[src/rtl/matrix_pkg.sv]
// Shared types and elaboration helpers for the LED matrix scanner.
package matrix_pkg;

    typedef enum logic [1:0] {
        IDLE     = 2'd0,
        SHIFT_LO = 2'd1,
        SHIFT_HI = 2'd2,
        DISPLAY  = 2'd3
    } scan_state_t;

    function automatic int unsigned max_dim(input int unsigned a, input int unsigned b);
        return (a > b) ? a : b;
    endfunction

endpackage

[src/rtl/sck_timer.sv]
// Down-counter timing one FSM state; done is high during the last cycle of the loaded period.
module sck_timer #(
    parameter int unsigned W = 8
) (
    input  logic         clk,
    input  logic         nrst,
    input  logic         load,
    input  logic [W-1:0] load_val,
    output logic         done
);

    logic [W-1:0] cnt;
    logic [W-1:0] cnt_d;

    always_comb begin
        cnt_d = cnt;
        if (load) begin
            cnt_d = load_val - W'(1);
        end else if (cnt != '0) begin
            cnt_d = cnt - W'(1);
        end
    end

    always_ff @(posedge clk) begin
        if (!nrst) begin
            cnt  <= '0;
            done <= 1'b1;
        end else begin
            cnt  <= cnt_d;
            done <= (cnt_d == '0);
        end
    end

endmodule

[src/rtl/led_matrix_scanner.sv]
// Row-scanning driver for two 74HC164 chains (columns, rows) with a double-buffered frame
// and brightness gating of the per-row on-time.
module led_matrix_scanner
    import matrix_pkg::*;
#(
    parameter int unsigned ROWS    = 8,
    parameter int unsigned COLS    = 8,
    parameter int unsigned CLK_DIV = 1,
    parameter int unsigned BW      = 3,
    parameter int unsigned UNIT    = 16
) (
    input  logic                 clk,
    input  logic                 nrst,
    input  logic                 en,
    input  logic [ROWS*COLS-1:0] frame_data,
    input  logic                 frame_valid,
    output logic                 frame_ready,
    input  logic [BW-1:0]        bright,
    output logic                 scoldata,
    output logic                 srowdata,
    output logic                 sck,
    output logic                 oe_n,
    output logic                 frame_start
);

    localparam int unsigned N        = max_dim(ROWS, COLS);
    localparam int unsigned NW       = $clog2(N);
    localparam int unsigned RW       = $clog2(ROWS);
    localparam int unsigned DISP_LEN = ((1 << BW) - 1) * UNIT;
    localparam int unsigned TW       = $clog2(max_dim(DISP_LEN, CLK_DIV) + 1);

    scan_state_t state, next_state;

    logic [RW-1:0]        row, row_d;
    logic [NW-1:0]        bit_idx, bit_idx_d;
    logic [COLS-1:0]      front [ROWS];
    logic [ROWS*COLS-1:0] back;
    logic                 pending, pending_d;
    logic                 transfer, swap, row_start;
    logic [TW-1:0]        on_cnt, on_cnt_d, load_val;
    logic                 tmr_load, tmr_done;
    logic [N-1:0]         col_word;
    logic                 scoldata_d, srowdata_d, sck_d, oe_n_d, frame_start_d, frame_ready_d;

    sck_timer #(.W(TW)) u_timer (
        .clk      (clk),
        .nrst     (nrst),
        .load     (tmr_load),
        .load_val (load_val),
        .done     (tmr_done)
    );

    always_ff @(posedge clk) begin
        if (!nrst) begin
            state <= IDLE;
        end else begin
            state <= next_state;
        end
    end

    always_comb begin
        next_state = state;
        case (state)
            IDLE:     if (en) next_state = SHIFT_LO;
            SHIFT_LO: if (tmr_done) next_state = SHIFT_HI;
            SHIFT_HI: if (tmr_done) next_state = (bit_idx == '0) ? DISPLAY : SHIFT_LO;
            DISPLAY:  if (tmr_done) next_state = en ? SHIFT_LO : IDLE;
            default:  next_state = IDLE;
        endcase
    end

    // Next values of registered outputs and datapath, derived from the upcoming state.
    always_comb begin
        row_d         = row;
        bit_idx_d     = bit_idx;
        pending_d     = pending;
        on_cnt_d      = '0;
        scoldata_d    = scoldata;
        srowdata_d    = srowdata;
        sck_d         = 1'b0;
        oe_n_d        = 1'b1;
        frame_start_d = 1'b0;
        col_word      = '0;
        swap          = 1'b0;
        tmr_load      = 1'b0;
        load_val      = TW'(CLK_DIV);
        transfer      = frame_valid && frame_ready;
        row_start     = (next_state == SHIFT_LO) && ((state == IDLE) || (state == DISPLAY));

        if ((state == DISPLAY) && (next_state != DISPLAY)) begin
            if (row == RW'(ROWS - 1)) begin
                row_d = '0;
                swap  = pending;
            end else begin
                row_d = row + RW'(1);
            end
        end
        if ((state == IDLE) && (next_state == SHIFT_LO)) begin
            row_d = '0;
        end

        if (row_start) begin
            bit_idx_d = NW'(N - 1);
        end else if ((state == SHIFT_HI) && (next_state == SHIFT_LO)) begin
            bit_idx_d = bit_idx - NW'(1);
        end

        if (transfer) begin
            pending_d = 1'b1;
        end else if (swap) begin
            pending_d = 1'b0;
        end
        frame_ready_d = !pending_d;

        // A swapping row start must already present the new frame's row 0.
        if ((next_state == SHIFT_LO) && (state != SHIFT_LO)) begin
            col_word   = swap ? N'(back[COLS-1:0]) : N'(front[row_d]);
            scoldata_d = col_word[bit_idx_d];
            srowdata_d = (bit_idx_d == NW'(row_d));
        end
        frame_start_d = row_start && (row_d == '0);
        sck_d         = (next_state == SHIFT_HI);

        if (next_state == DISPLAY) begin
            if (state != DISPLAY) begin
                on_cnt_d = TW'(bright) * TW'(UNIT);
                oe_n_d   = (bright == '0);
            end else begin
                on_cnt_d = (on_cnt != '0) ? (on_cnt - TW'(1)) : '0;
                oe_n_d   = (on_cnt <= TW'(1));
            end
        end

        if ((next_state != state) && (next_state != IDLE)) begin
            tmr_load = 1'b1;
            load_val = (next_state == DISPLAY) ? TW'(DISP_LEN) : TW'(CLK_DIV);
        end
    end

    always_ff @(posedge clk) begin
        if (!nrst) begin
            row         <= '0;
            bit_idx     <= '0;
            pending     <= 1'b0;
            on_cnt      <= '0;
            scoldata    <= 1'b0;
            srowdata    <= 1'b0;
            sck         <= 1'b0;
            oe_n        <= 1'b1;
            frame_start <= 1'b0;
            frame_ready <= 1'b1;
            for (int r = 0; r < ROWS; r++) begin
                front[r] <= '0;
            end
        end else begin
            row         <= row_d;
            bit_idx     <= bit_idx_d;
            pending     <= pending_d;
            on_cnt      <= on_cnt_d;
            scoldata    <= scoldata_d;
            srowdata    <= srowdata_d;
            sck         <= sck_d;
            oe_n        <= oe_n_d;
            frame_start <= frame_start_d;
            frame_ready <= frame_ready_d;
            if (swap) begin
                for (int r = 0; r < ROWS; r++) begin
                    front[r] <= back[r*COLS +: COLS];
                end
            end
        end
    end

    always_ff @(posedge clk) begin
        if (transfer) begin
            back <= frame_data;
        end
    end

endmodule

[config.mk]
export PLATFORM = sky130hd
export DESIGN_NAME = led_matrix_scanner
export DESIGN_NICKNAME = d
export VERILOG_FILES = /design/src/rtl/matrix_pkg.sv /design/src/rtl/sck_timer.sv /design/src/rtl/led_matrix_scanner.sv
export SDC_FILE = /design/constraint.sdc
export NUM_CORES = 1
export LEC_CHECK = 0
export CAP_MARGIN = 40
export CORE_ASPECT_RATIO = 1.4
export CORE_MARGIN = 1.5
export CORE_UTILIZATION = 40
export DETAILED_ROUTE_END_ITERATION = 8
export PLACE_DENSITY = 0.62
export SLEW_MARGIN = 10
export SYNTH_ARGS = -nofsm -noshare
export SYNTH_HDL_FRONTEND = slang
export SYNTH_SLANG_ARGS = --single-unit
[constraint.sdc]
create_clock -name clk -period 3.4 [get_ports clk]
set_input_delay 0.68 -clock clk [delete_from_list [all_inputs] [get_ports clk]]
set_output_delay 0.68 -clock clk [all_outputs]
set_load 0.01 [all_outputs]
## Word level (Yosys, flattened, before mapping)

Memories as Yosys holds them, arrays and structs flattened.
Index checks and enable logic that the tools add are counted.

- Add/subtract/negate cells: 5
- Order comparisons: 2
- Equality and inequality tests: 12
- Muxes and demuxes: 39
- Bitwise logic cells: 11
- Reduce and logical (&&, ||, !) cells: 20

Operator list:

| cell | number |
|---|---|
| $mux 8 | 9 |
| $mux 7 | 6 |
| $sub 7x1->7 const B | 3 |
| $mux 3 | 5 |
| $reduce_bool 7->1 | 2 |
| $mux 1 | 12 |
| $mux 2 | 5 |
| $logic_not 3->1 | 3 |
| $eq 2x2->1 const B | 4 |
| $logic_and 1x1->1 | 8 |
| $or 1x1->1 | 8 |
| $pmux 2 s4 | 1 |
| $le 7x1->1 const B | 1 |
| $logic_not 7->1 | 1 |
| $eq 2x1->1 const B | 2 |
| $lt 3x4->1 const B | 1 |
| $ne 2x2->1 const B | 2 |
| $reduce_or 4->1 | 1 |
| $add 3x1->3 const B | 1 |
| $bmux 1 s3 | 1 |
| $eq 3x3->1 | 1 |
| $eq 3x3->1 const B | 1 |
| $not 1->1 | 3 |
| $sub 3x1->3 const B | 1 |
| 7 further kinds | 7 |

- Flip-flop bits (word level): 94
- RAM bits: 64
- Input port bits: 71
- Output and inout bits: 6
- Word-level logic and storage cells: 105
- Memories: 1

Memories:

| name | depth | width | rd ports | clocked after memory_dff | write ports | line | source |
|---|---|---|---|---|---|---|---|
| front | 8 | 8 | 1 | 0 | 8 | led_matrix_scanner.sv:36 | `logic [COLS-1:0] front [ROWS];` |

## Logic depth before layout (Yosys ltp)

An unclocked memory read counts as a cell.

- Word-level depth: 12
- Gate-level depth with buffers: 17
- Gate-level depth less buffers: 13

## Modules after synthesis

A second synthesis with hierarchy kept.

- Cells, all modules: 523
- Area, all modules: 7071.8 µm²

By module, submodules not included:

| module | instances | cells each | area each (µm²) |
|---|---|---|---|
| led_matrix_scanner | 1 | 448 | 6436.2 |
| sck_timer | 1 | 75 | 635.6 |

## Least setup slack after synthesis

Ideal clock, no wire load.

- Path type: register to register
- Start: register state[0]
- End: memory front[0][0], enable pin
- Setup time: 0.424 ns
- Arrival time: 3.291 ns
- Data required time: 2.976 ns
- Slack: -0.314 ns
- Cell stages (with the launch flop): 11
- Clock period less this slack: 3.714 ns
- Cell sequence: dfxtp_1 inv_1 ha_1 buf_6 nor3_4 o21ai_4 and2_1 buf_6 a21boi_0 nand3_1 nand2_1

RTL lines:

| item | line | source |
|---|---|---|
| start, declared | led_matrix_scanner.sv:32 | `scan_state_t state, next_state;` |
| start signal, assigned | led_matrix_scanner.sv:57 | `state <= next_state;` |
| end, declared | led_matrix_scanner.sv:36 |  |

## Worst setup path in the final report

- Start: register state[0]
- End: register scoldata

- Longest elaborated chain between the ends: 10
- Elaborated cells on any way between the ends: 27
- Those cells by class: eq/ne (6); mux (13); reduce/logical (7); memory (1)

Ends and longest elaborated chain:

| item | line | source |
|---|---|---|
| $eq 2x2->1, or another cell as far along | led_matrix_scanner.sv:63, led_matrix_scanner.sv:88, led_matrix_scanner.sv:90 |  |
| $pmux 2 s4 | led_matrix_scanner.sv:63 | `case (state)` |
| $ne 2x2->1 | led_matrix_scanner.sv:90 | `if ((state == DISPLAY) && (next_state != DISPLAY)) begin` |
| $logic_and 1x1->1 | led_matrix_scanner.sv:90 |  |
| $mux 3 | led_matrix_scanner.sv:90 |  |
| $mux 3 | led_matrix_scanner.sv:98 | `if ((state == IDLE) && (next_state == SHIFT_LO)) begin` |
| $mem_v2 8x8 | - |  |
| $mux 8 | led_matrix_scanner.sv:117 | `col_word = swap ? N'(back[COLS-1:0]) : N'(front[row_d]);` |
| $bmux 1 s3 | led_matrix_scanner.sv:118 | `scoldata_d = col_word[bit_idx_d];` |
| $mux 1 (implied by the code) | led_matrix_scanner.sv:118 |  |
| end signal, assigned | led_matrix_scanner.sv:160 | `scoldata <= scoldata_d;` |
| end, declared | led_matrix_scanner.sv:19 | `output logic scoldata,` |

Parallel ways exist; a longest one is shown, timed or not. The select of a mux whose other input is x is not followed.
A chain may end at the register's enable or synchronous reset.

==> metrics.yaml <==
htree_levels: 4
r2r_cells: 13
tightest_slew_ps: 422
cts_hold_buf: 0
fin_ws_ps: 156
p_int_mw: 3.78
cts_inserted_buffers: 17
final_cells: 898
r2r-end: "scoldata"
worst-path-buf-inv: 2
vdd_ir_drop_max_mv: 0.297
insertion_delay_ps: 420
holdWs_ps: 487
crit_path_frequent_cell: "nor4_1"
power_frac_clock: 0.354
p_leak_nw: 3.47
stdcell_area_mm2: 0.00894
clock_path_buffers: 2
finalPower_mw: 5.21
start_util: 0.411
start_kind: "flop"
nNetsFinal: 765
yosysSeqAreaShare: 0.643
synth-seq-cells: 158
cp_slowest_cell: "nor4_1"
finalMaxSlewViolations: 0
cpPeakStageDelay_ps: 420
drive_gt1_frac: 0.193
synth_area_mm2: 0.00691
pwr-share-seq: 0.447
period_minus_slack_ps: 3240
hold_class: "flop to flop"
cts.sinks: 158
min_from: "on_cnt[3]"
endpoint_kind: "flop"
drt_pre_antenna_iters: 4
area.growth.synth_to_final_pct: 29.4
p_sw_mw: 1.43
cp_max_fo: 14
p_sw_frac: 0.275
dp.cells: 864
antenna_found_initial: 0
hold_violations: 0
crit_chain: "inv_1 -> ha_4 -> and3b_1 -> o22ai_2 -> o32ai_4 -> a41oi_2 -> o21ai_2 -> buf_6 -> and3_1 -> nor4_1 -> nor4_1 -> nor3_1 -> o41ai_1"
grt_max_degree: 53
grt_pass1_wl_um: 23700
first_global_vias: 4823
path_class: "flop to flop"
timing.rr.start: "state[0]"
place_ws_ps: -161
ios: 77
max_clock_freq_mhz: 308
drcViolationCount: 0
synth-edff-count: 128
period_share: 0.954
dieArea_mm2: 0.0181
postPlaceCellArea_mm2: 0.00825
portBuffers: 76
grt_use_total: 0.172
hold_end: "on_cnt[3]"
vias: 4722
n_antenna_cell: 0
row_count: 56
cp.required_ps: 3720
finalSetupTns_ps: 0
reg2reg_slack_ps: 160
setup_viol: 0
die_x_um: 114
yosys_warnings: 0
cts-root-buf: "clkbuf_16"
cts_tree: "built"
clk_pin_slew_worst_paths_ps: 70
antenna_left: 0
synth-main-ff-cell: "edfxtp_1"
routed_wl_um: 14800
drv_cap: 0
viasPerCell: 5.26
worst_ep_arrival_time_ps: 3570
status: "completed"
fin_skew_ps: 11.6
overflow: 0
holdPathStages: 2
crit_family: "compound AO/OA/AOI/OAI gates"
syn_area_per_cell_um2: 12.5
place_congestion: 0.933
utilization: 0.532
place_hpwl_um: 10800
drtIter0Drc: 222
core-area_mm2: 0.0168
power_density_mw_per_mm2: 583
synthArstFlopShare: 0
synthDistinctLibCells: 71
combPwrFrac: 0.199
slew_headroom: 0.712
die_y_um: 158
synth_nets: 635
wl_per_cell_um: 16.5
syn_inst: 552
## worst min-delay path, stage by stage (launching register included)
cell,delay [ps]
dfxtp_1,310
o31ai_1,70
a21oi_1,60
## kinds of logic after synthesis
group	Yosys count	synth area share
AOI/OAI and AO/OA	91	0.102
muxes	4	0.00580
and+or+nand+nor	232	0.180
xor gates and xnor gates	9	0.0114
buffers and inverters	46	0.0364
adders and majority gates	12	0.0217
DFF	158	0.643
## repair_timing
| item | 4_1_cts | 5_1_grt |
|---|---|---|
| setup endpoints to repair | 0 | 1 |
| hold endpoints to repair | 0 | 0 |
| setup buffers | 0 | 2 |
| resized for setup | 0 | 18 |
## power groups by stage
stage          clock network, mW  registers, mW  logic [mW]
2_1_floorplan                  0           2.35       0.632
3_3_place_gp                   0           2.37       0.994
3_5_place_dp                   0           2.37        1.02
4_1_cts                     1.89           2.33        1.03
5_1_grt                     1.97           2.35        1.16
6_report                    1.84           2.33        1.04
## how the worst max path moves through the flow
stage              from  slack (ps)           to  cells after the start
6_report       state[0]         160     scoldata                     13
5_1_grt        state[0]          -2     scoldata                     14
4_1_cts        state[0]           9     scoldata                     13
3_5_place_dp         en        -160     scoldata                     13
3_3_place_gp         en        -120     scoldata                     13
2_1_floorplan  state[0]         280  front[0][0]                     10
## sequential cells by signal, summed over array words and instances (netlist names), 2 cells and up
signal,count
back,64
front,64
on_cnt,7
u_timer.cnt,7
bit_idx,3
row,3
state,2
## layout make-up
class / instances / area (um^2)
Clock buffer: 18 / 429
Clock inverter: 14 / 155
Fill cell: 1439 / 7880
Inverter: 13 / 48.8
Multi-Input combinational cell: 348 / 2300
Sequential cell: 158 / 4450
Tap cell: 203 / 254
Timing Repair Buffer: 144 / 1310
## cells in the mapped netlist, drive strengths merged (10+ instances only)
cell | count | area [um^2]
edfxtp | 128 | 3840
nand2 | 59 | 234
and3 | 53 | 333
nor2 | 31 | 116
dfxtp | 30 | 601
a21oi | 26 | 141
and2 | 25 | 156
nand3 | 18 | 90.1
buf | 17 | 143
clkbuf | 16 | 60.1
inv | 13 | 48.8
ha | 12 | 150
nor3 | 11 | 71.3
nor4 | 10 | 68.8
## cells in the final DEF, fill, tap and decap left out, types with 9 or more instances in the layout
cell type and count:
a21oi_1 23, nand2_1 55, nor4_1 9, nand3_1 18, clkbuf_16 17, buf_4 63
clkdlybuf4s50_1 75, inv_1 13, and3_1 52, and2_1 24, edfxtp_1 128, ha_1 10
dfxtp_1 29, nor3_1 9, nor2_1 31, a211oi_1 9
## layer usage
metal / global-route usage / share of wire / vias up
li1: - / - / 2318
met2: 0.310 / 0.53 / 120
met3: 0.0388 / 0.039 / 18
met4: 0.0696 / 0.020 / 0
met5: 0 / 0 / -
met1: 0.198 / 0.41 / 2266
Power figures use the tool's default switching activity.
